File: config.mk
export PLATFORM = sky130hd
export DESIGN_NAME = ce_issue_ctl
export DESIGN_NICKNAME = d
export VERILOG_FILES = /design/src/rtl/ce_issue_ctl.sv
export SDC_FILE = /design/constraint.sdc
export NUM_CORES = 1
export LEC_CHECK = 0
export CORE_ASPECT_RATIO = 1.4
export CORE_UTILIZATION = 41
export CTS_BUF_LIST = sky130_fd_sc_hd__clkbuf_16
export DETAILED_ROUTE_END_ITERATION = 7
export PLACE_DENSITY = 0.74
export SYNTH_ARGS = -nofsm -noshare
export SYNTH_HDL_FRONTEND = slang
export SYNTH_SLANG_ARGS = --single-unit
File: constraint.sdc
create_clock -name CLK -period 6.7 [get_ports CLK]
set_input_delay 2.01 -clock CLK [delete_from_list [all_inputs] [get_ports CLK]]
set_output_delay 2.01 -clock CLK [all_outputs]
set_load 0.05 [all_outputs]
File: src/rtl/ce_issue_ctl.sv
// CorExtend issue control: tracks the UDI instruction through E, M and W,
// applies CE halt with a timeout, and produces GPR writeback and RI pulses.
module ce_issue_ctl #(
  parameter int HALT_LIMIT = 255
) (
  input  logic        CLK,
  input  logic        RESET_D1_R,
  input  logic        CFG_CEENBL,
  input  logic        STALL_IN,
  input  logic        XCPN_M,
  input  logic        ISSUE_S,
  input  logic [11:0] OP_S,
  input  logic        INSTM32_S_N,
  input  logic [31:0] AOP_S,
  input  logic [31:0] BOP_S,
  input  logic [4:0]  RD_S,
  input  logic [31:0] CE_RES_E,
  input  logic        CE_SEL_E_R,
  input  logic        CE_HALT_E_R_C,
  output logic [11:0] CEI_OP_S_R,
  output logic        CEI_INSTM32_S_R_N,
  output logic [31:0] CEI_AOP_E_R,
  output logic [31:0] CEI_BOP_E_R,
  output logic        CEI_CEHOLD,
  output logic        CEI_XCPN_M,
  output logic        CE_STALL,
  output logic        WB_VLD_W,
  output logic [4:0]  WB_RD_W,
  output logic [31:0] WB_DATA_W,
  output logic        UDI_RI_E,
  output logic        CE_TMO,
  output logic        CE_BUSY
);

  localparam logic [7:0] LP_LIMIT = 8'(HALT_LIMIT);

  typedef enum logic [1:0] {
    ST_IDLE = 2'd0,
    ST_EXEC = 2'd1,
    ST_HALT = 2'd2
  } state_t;

  state_t      r_state;
  state_t      w_state_nxt;

  logic [7:0]  r_hcnt;
  logic [11:0] r_op_e;
  logic        r_instm32_e_n;
  logic [31:0] r_aop_e;
  logic [31:0] r_bop_e;
  logic [4:0]  r_rd_e;
  logic        r_valid_m;
  logic [31:0] r_data_m;
  logic [4:0]  r_rd_m;
  logic        r_wb_vld;
  logic [4:0]  r_wb_rd;
  logic [31:0] r_wb_data;
  logic        r_udi_ri;
  logic        r_tmo;

  logic        w_valid_e;
  logic        w_at_limit;
  logic        w_halt_e;
  logic        w_tmo;
  logic        w_adv;
  logic        w_issue_ok;
  logic        w_wb_fire;

  // Once hcnt reaches the limit the CE halt is ignored and the instruction
  // is forced out of E as a timeout.
  assign w_valid_e  = (r_state != ST_IDLE);
  assign w_at_limit = (r_hcnt >= LP_LIMIT);
  assign w_halt_e   = w_valid_e & CE_HALT_E_R_C & ~w_at_limit;
  assign w_tmo      = w_valid_e & CE_HALT_E_R_C & w_at_limit;
  assign w_adv      = ~STALL_IN & ~w_halt_e;
  assign w_issue_ok = ISSUE_S & CFG_CEENBL;
  assign w_wb_fire  = w_adv & r_valid_m & ~XCPN_M;

  always_comb begin
    w_state_nxt = r_state;
    if (w_adv) begin
      w_state_nxt = w_issue_ok ? ST_EXEC : ST_IDLE;
    end else if (w_halt_e) begin
      w_state_nxt = ST_HALT;
    end else if (r_state == ST_HALT) begin
      w_state_nxt = ST_EXEC;
    end
  end

  always_ff @(posedge CLK) begin
    if (RESET_D1_R) begin
      r_state       <= ST_IDLE;
      r_hcnt        <= 8'd0;
      r_op_e        <= 12'd0;
      r_instm32_e_n <= 1'b1;
      r_aop_e       <= 32'd0;
      r_bop_e       <= 32'd0;
      r_rd_e        <= 5'd0;
      r_valid_m     <= 1'b0;
      r_data_m      <= 32'd0;
      r_rd_m        <= 5'd0;
      r_wb_vld      <= 1'b0;
      r_wb_rd       <= 5'd0;
      r_wb_data     <= 32'd0;
      r_udi_ri      <= 1'b0;
      r_tmo         <= 1'b0;
    end else begin
      r_state <= w_state_nxt;

      if (w_adv) begin
        r_hcnt        <= 8'd0;
        r_op_e        <= OP_S;
        r_instm32_e_n <= INSTM32_S_N;
        r_aop_e       <= AOP_S;
        r_bop_e       <= BOP_S;
        r_rd_e        <= RD_S;
        r_data_m      <= CE_RES_E;
        r_rd_m        <= r_rd_e;
      end else if (w_halt_e) begin
        r_hcnt <= r_hcnt + 8'd1;
      end

      // An M-stage kill wins over both hold and advance.
      if (XCPN_M) begin
        r_valid_m <= 1'b0;
      end else if (w_adv) begin
        r_valid_m <= w_valid_e & CE_SEL_E_R & ~w_tmo;
      end

      r_wb_vld <= w_wb_fire;
      if (w_wb_fire) begin
        r_wb_rd   <= r_rd_m;
        r_wb_data <= r_data_m;
      end

      r_udi_ri <= w_adv & ISSUE_S & ~CFG_CEENBL;
      r_tmo    <= w_adv & w_tmo;
    end
  end

  assign CEI_OP_S_R        = r_op_e;
  assign CEI_INSTM32_S_R_N = r_instm32_e_n;
  assign CEI_AOP_E_R       = r_aop_e;
  assign CEI_BOP_E_R       = r_bop_e;
  assign CEI_CEHOLD        = ~w_adv;
  assign CEI_XCPN_M        = XCPN_M & r_valid_m;
  assign CE_STALL          = w_halt_e;
  assign WB_VLD_W          = r_wb_vld;
  assign WB_RD_W           = r_wb_rd;
  assign WB_DATA_W         = r_wb_data;
  assign UDI_RI_E          = r_udi_ri;
  assign CE_TMO            = r_tmo;
  assign CE_BUSY           = w_valid_e | r_valid_m;

endmodule

### Yosys cells after proc, flatten, opt, wreduce, memory -nomap -nowiden

Cells that the tools add are included.

* magnitude comparators: 1
* div/mod/pow operators: 0
* reductions and logical operators: 4
* equality and inequality tests: 1
* mux-type cells: 4
* $mul: 0
* bitwise gates (word level): 21
* shifts and indexed selects: 0
* add/sub/neg operators: 1

Operators by type and width (number)
* $and 1x1->1: 13
* $add 8x1->8 const B: 1
* $ge 8x8->1 const B: 1
* $not 1->1: 7
* $mux 2: 3
* $reduce_or 2->1: 2
* $reduce_bool 3->1: 1
* $eq 2x2->1 const B: 1
* $reduce_bool 2->1: 1
* $mux 1: 1
* $or 1x1->1: 1

* input bits: 122
* bits in latches: 0
* memory bits (writable): 0
* ROM bits: 0
* register bits: 170
* memories kept: 0
* word-level logic and storage cells: 47
* output and inout port bits: 121

### Longest topological paths before layout

Gate-level depths: netlist of the first run.

* depth in word-level cells: 7
* mapped depth: 9
* gate-level depth less buffers: 7

### Worst setup path after synthesis of the first run

No wires, ideal clock.

* path type: input to output
* start point: input STALL_IN
* end point: output CEI_CEHOLD
* cell stages on the path: 4
* data arrival time: 3028 ps
* slack: 1662 ps
* path buffers: 2
* path through: clkbuf_1 > clkbuf_1 > nor2_8 > inv_2

* cells in the longest elaborated chain, start to end: 3

RTL lines
* from (decl): RTL line 9 `input logic STALL_IN,`
* $not 1->1: RTL line 75 `assign w_adv = ~STALL_IN & ~w_halt_e;`
* $and 1x1->1: RTL line 75
* $not 1->1: RTL line 145 `assign CEI_CEHOLD = ~w_adv;`
* to (decl): RTL line 24 `output logic CEI_CEHOLD,`

Every way passes these cells.

### Worst setup path in the final report of the first run

* start point: input CE_HALT_E_R_C
* end point: output CEI_CEHOLD

* cells in the longest elaborated chain, start to end: 5

RTL lines
* from (decl): RTL line 19 `input logic CE_HALT_E_R_C,`
* $and 1x1->1 (2 in series): RTL line 73 `assign w_halt_e = w_valid_e & CE_HALT_E_R_C & ~w_at_limit;`
* $not 1->1: RTL line 75
* $and 1x1->1: RTL line 75
* $not 1->1: RTL line 145

Every way passes these cells.

==> results of run 1 <==
tightest hold or removal path, stage by stage, from the launching register on:
cell and delay [ns]:
dfxtp_1 0.31, nand2b_1 0.06, mux2i_1 0.06
final cells by class:
| class | instances | share of cell area |
|---|---|---|
| sequential | 170 | 0.340 |
| multi-input combinational | 487 | 0.327 |
| timing repair buffer | 249 | 0.247 |
| clock buffer | 17 | 0.0424 |
| tap | 203 | 0.0253 |
| clock inverter | 13 | 0.0176 |
| inverter | 2 | 0.000999 |
power groups by stage:
stage,sequential (W),clock (W),combinational [W]
after floorplan,0.00119,0,0.000129
after global placement,0.00109,0,0.000370
after detailed placement,0.00110,0,0.000372
after CTS,0.00107,0.00104,0.000373
after global routing,0.00108,0.00108,0.000394
final,0.00107,0.00101,0.000371
worst min path at each step:
stage                       start            end  slack, ns  cells past startpoint
global placement    WB_DATA_W[12]  WB_DATA_W[12]       0.46                      2
floorplan            r_data_m[31]  WB_DATA_W[31]       0.46                      2
finish               WB_DATA_W[5]   WB_DATA_W[5]       0.48                      2
global route        CEI_OP_S_R[1]  CEI_OP_S_R[1]       0.49                      2
CTS                 CEI_OP_S_R[1]  CEI_OP_S_R[1]       0.48                      2
detailed placement     WB_RD_W[2]     WB_RD_W[2]       0.47                      2
metal layers:
layer | GRT usage | vias to the layer above | share of wire
met5 | 0 | - | 0
met4 | 0.0576 | 0 | 0.0077
met3 | 0.0682 | 9 | 0.083
met2 | 0.334 | 195 | 0.49
met1 | 0.224 | 2662 | 0.42
li1 | - | 2920 | -
through the flow:
stage | total power, W | hold slack [ns]
3_5_place_dp | 0.00147 | 0.470
2_1_floorplan | 0.00132 | 0.457
4_1_cts | 0.00249 | 0.480
3_3_place_gp | 0.00146 | 0.462
5_1_grt | 0.00255 | 0.494
6_report | 0.00245 | 0.476
sequential cells by signal, summed over array words and instances (netlist names):
| register | flops |
|---|---|
| CEI_AOP_E_R | 32 |
| CE_TMO | 1 |
| UDI_RI_E | 1 |
| WB_DATA_W | 32 |
| r_rd_e | 5 |
| CEI_OP_S_R | 12 |
| WB_VLD_W | 1 |
| r_data_m | 32 |
| CEI_BOP_E_R | 32 |
| r_hcnt | 8 |
| r_valid_m | 1 |
| WB_RD_W | 5 |
| CEI_INSTM32_S_R_N | 1 |
| r_state | 2 |
| r_rd_m | 5 |
synth_stat cells, drive strengths merged:
master,n
dfxtp,170
nand2b,118
a21oi,83
mux2i,82
o21ai,81
nand3b,77
clkbuf,43
buf,25
nor3,8
nand3,6
nor2,6
a211oi,4
nand2,3
and3,2
inv,2
o211ai,2
or3,2
xnor2,2
a21o,1
a31o,1
a31oi,1
and2,1
and4,1
ha,1
nand4,1
nor4,1
nor4b,1
o2111ai,1
o21a,1
cell families after synthesis:
logic type	Yosys count
flops	170
fa+ha+maj	1
compound gates	175
mux	82
buf+inv	70
xor+xnor	2
simple gates	227
==> results.sh, run 1 <==
export IMPL_ys_types=38
export IMPL_endpoint_kind="output port"
export IMPL_muxShareOfSynthArea=0.116
export IMPL_crit_path_end="CEI_CEHOLD"
export IMPL_drive_gt1_frac=0.0501
export IMPL_maxCapViolCount=0
export IMPL_cts_made_buffers=17
export IMPL_finalCritPeriodShare=0.826
export IMPL_power_density_nw_per_um2=245
export IMPL_antenna_found_initial=0
export IMPL_drtIter0Drc=422
export IMPL_yosys_area_top_type_share=0.483
export IMPL_die_area_um2=17700
export IMPL_slew_headroom=0.388
export IMPL_vias_per_cell=5.07
export IMPL_setup_violations=0
export IMPL_timing_final_ws_setup_ns=1.17
export IMPL_h_tree_depth=4
export IMPL_irDropWorstVdd_mv=0.169
export IMPL_critPathSlowestCell="clkdlybuf4s50_1"
export IMPL_p_int_w=0.00184
export IMPL_die_h_um=157
export IMPL_cp_startpoint="CE_HALT_E_R_C"
export IMPL_gr_total_overflow=0
export IMPL_critical_path_buf_inv_count=4
export IMPL_die_x_um=113
export IMPL_wl_per_cell_um=15.3
export IMPL_mostFrequentLayoutCell="clkdlybuf4s50_1"
export IMPL_worstPathRequired_ns=4.69
export IMPL_synthSimpleGateAreaFrac=0.215
export IMPL_synth_top_family_by_area="simple AND/OR/NAND/NOR gates"
export IMPL_cts_buffer_depth=2
export IMPL_clock_sinks=170
export IMPL_synth_adder_area_share=0.00177
export IMPL_drc=0
export IMPL_max_stage_delay_ns=0.55
export IMPL_arrival_ns=3.52
export IMPL_antenna_cells=0
export IMPL_cts_root_buffer="clkbuf_16"
export IMPL_core_area_um2=16800
export IMPL_regToRegSetupSlack_ns=3.30
export IMPL_cp_start_kind="primary input"
export IMPL_initial_utilization=0.419
export IMPL_skew_ns=0.00864
export IMPL_path_depth=7
export IMPL_worstMarginPinSlew_ns=0.919
export IMPL_drt_pass1_iterations=5
export IMPL_worstReg2RegStart="r_hcnt[0]"
export IMPL_slew_violations=0
export IMPL_ys_ff_latch=170
export IMPL_grt_max_degree=99
export IMPL_min_path_type="flop to flop"
export IMPL_p_leak_nw=3.84
export IMPL_final_antenna_net_count=0
export IMPL_pin_count=243
export IMPL_cts_resized=0
export IMPL_path_max_fanout=7
export IMPL_rows=56
export IMPL_finalInstanceArea_um2=10000
export IMPL_nFillCells=1464
export IMPL_dp_cells=1111
export IMPL_fin_setup_tns_ns=0
export IMPL_rsz0062_at_grt="false"
export IMPL_numPortBuffers=242
export IMPL_synth_nets=850
export IMPL_grt_pass1_wl_um=27000
export IMPL_ys_seq_area_frac=0.483
export IMPL_combPwrFrac=0.151
export IMPL_placed_area_um2=9420
export IMPL_sequentialPowerShare=0.437
export IMPL_wl_um=17500
export IMPL_multi_input_comb_area_um2=3280
export IMPL_crit_chain="clkdlybuf4s50_1 -> o21ai_1 -> a21o_2 -> inv_4 -> nor2_8 -> inv_2 -> buf_4"
export IMPL_yosys_area_top_type="dfxtp_1"
export IMPL_cts_hold_buf=0
export IMPL_clkLatencyLatePin_ns=0.42
export IMPL_fin_nets=1050
export IMPL_sw_frac_of_total=0.251
export IMPL_postCtsSetupBuffers=0
export IMPL_final_cell_mix="clkdlybuf4s50_1, dfxtp_1, nand2b_1"
export IMPL_hold_violations=0
export IMPL_final_core_util=0.596
export IMPL_dpl_worst_slack_ns=1.17
export IMPL_final_cell_count_no_fill=1141
export IMPL_path_clk_slew_ns=0.06
export IMPL_synth_compound_area_frac=0.129
export IMPL_vias=5786
export IMPL_yosys_warnings=0
export IMPL_critPathTopFamily="buffers and inverters"
export IMPL_synth_area_per_cell_um2=9.70
export IMPL_tritoncts="yes"
export IMPL_status="completed"
export IMPL_p_sw_w=0.000616
export IMPL_grt_pass1_vias=5297
export IMPL_syn_area_um2=7050
export IMPL_pwr_share_clk=0.412
export IMPL_synthCells=727
export IMPL_seqCellArea_um2=3400
export IMPL_crit_type="primary input to output port"
export IMPL_track_usage=0.193
export IMPL_fmax_ghz=0.181
export IMPL_worst_r2r_endpoint="WB_DATA_W[8]"
export IMPL_dpl_hpwl_um=11100
export IMPL_synth_xor_area_share=0.00248
export IMPL_place_gp_congestion=0.803
export IMPL_syn_to_final_growth_pct=42.1
export IMPL_fin_crit_ns=5.53
export IMPL_synth_top_cells_by_area="dfxtp_1, mux2i_1, nand2b_1"
export IMPL_worst_r2r_path_depth=7
Power figures use the tool's default switching activity.
==> inputs of run 2 (changes only) <==
==> constraint.sdc (replaced) <==
create_clock -name CLK -period 5.7 [get_ports CLK]
set_input_delay 1.71 -clock CLK [delete_from_list [all_inputs] [get_ports CLK]]
set_output_delay 1.71 -clock CLK [all_outputs]
set_load 0.05 [all_outputs]
==> results.sh, run 2 (synthesis results as in run 1) <==
export IMPL_status="completed"
export IMPL_cts_made_buffers=17
export IMPL_tritoncts="yes"
export IMPL_cts_hold_buf=0
export IMPL_endpoint_kind="output port"
export IMPL_wl_um=17600
export IMPL_arrival_ns=3.21
export IMPL_min_path_cells=2
export IMPL_nFillCells=1462
export IMPL_slew_violations=0
export IMPL_hold_violations=0
export IMPL_die_h_um=157
export IMPL_fin_setup_tns_ns=0
export IMPL_worstMarginPinSlew_ns=0.997
export IMPL_rsz0062_at_grt="false"
export IMPL_postCtsSetupBuffers=0
export IMPL_fin_nets=1053
export IMPL_grt_max_degree=127
export IMPL_cp_start_kind="primary input"
export IMPL_power_density_nw_per_um2=278
export IMPL_crit_type="primary input to output port"
export IMPL_vias_per_cell=5.09
export IMPL_h_tree_depth=4
export IMPL_setup_violations=0
export IMPL_slew_headroom=0.335
export IMPL_finalCritPeriodShare=0.863
export IMPL_numPortBuffers=242
export IMPL_mostFrequentLayoutCell="clkdlybuf4s50_1"
export IMPL_rows=56
export IMPL_fin_crit_ns=4.92
export IMPL_irDropWorstVdd_mv=0.136
export IMPL_cts_resized=0
export IMPL_die_x_um=113
export IMPL_skew_ns=0.00772
export IMPL_cts_buffer_depth=2
export IMPL_path_max_fanout=3
export IMPL_initial_utilization=0.419
export IMPL_gr_total_overflow=0
export IMPL_fmax_ghz=0.203
export IMPL_pin_count=243
export IMPL_die_area_um2=17700
export IMPL_min_path_type="flop to flop"
export IMPL_grt_pass1_wl_um=27900
export IMPL_totalPowerFinal_w=0.00278
export IMPL_core_area_um2=16800
export IMPL_track_usage=0.200
export IMPL_wl_per_cell_um=15.3
export IMPL_path_clk_slew_ns=0.07
export IMPL_vias=5834
export IMPL_worst_r2r_path_depth=7
export IMPL_p_leak_nw=3.82
export IMPL_final_cell_mix="clkdlybuf4s50_1, dfxtp_1, nand2b_1"
export IMPL_grt_pass1_vias=5356
export IMPL_final_antenna_net_count=0
export IMPL_drc=0
export IMPL_antenna_found_initial=0
export IMPL_drt_pass1_iterations=4
export IMPL_clkLatencyLatePin_ns=0.43
export IMPL_antenna_cells=0
export IMPL_clock_sinks=170
export IMPL_drtIter0Drc=376
export IMPL_drive_gt1_frac=0.0541
export IMPL_maxCapViolCount=0
export IMPL_cts_root_buffer="clkbuf_16"
export IMPL_worstPathRequired_ns=3.99
export IMPL_syn_to_final_growth_pct=41.7
export IMPL_place_gp_congestion=0.879
export IMPL_dpl_hpwl_um=11300
[run 2: final cells by class]
cell class | instances | area (um2) | share of cell area
sequential | 170 | 3400 | 0.341
multi-input combinational | 487 | 3280 | 0.328
timing repair buffer | 252 | 2500 | 0.250
clock buffer | 17 | 425 | 0.0426
tap | 203 | 254 | 0.0254
clock inverter | 15 | 123 | 0.0123
inverter | 2 | 10.0 | 0.00100
[run 2: power breakdown]
part / switching (W) / internal [W]
Clock: 0.000483 / 0.000599
Sequential: 0.0000202 / 0.00124
Combinational: 0.000241 / 0.000196
Total: 0.000745 / 0.00204
[run 2: metrics by stage]
stage	instances	setup WS [ns]	util	area (um2)	hold slack [ns]
3_5_place_dp	1114	0.779	0.562	9440	0.468
6_report	1146	0.781	0.594	9990	0.476
3_3_place_gp	1114	0.791	0.562	9440	0.461
5_1_grt	1146	0.768	0.594	9990	0.492
4_1_cts	1146	0.773	0.594	9990	0.478
2_1_floorplan	727	1.26	-	7050	0.457
[run 2: final timing paths]
kind                                   start      endpoint  slack [ns]
worst min-delay path            WB_DATA_W[9]  WB_DATA_W[9]        0.48
worst min register to register  WB_DATA_W[9]  WB_DATA_W[9]        0.48
worst max-delay path                  XCPN_M    CEI_XCPN_M        0.78
worst max register to register     r_hcnt[0]  WB_DATA_W[4]        2.40
[run 2: metal layers]
layer	GRT usage	vias up	part of all wire
met5	0	-	0
met4	0.0852	0	0.021
met3	0.0685	26	0.089
met2	0.331	214	0.47
met1	0.235	2672	0.42
li1	-	2922	-
[run 2: worst max-delay path, cell delays in order]
cell             delay (ns)
clkdlybuf4s50_1        0.56
and2_1                 0.15
clkdlybuf4s50_1        0.79
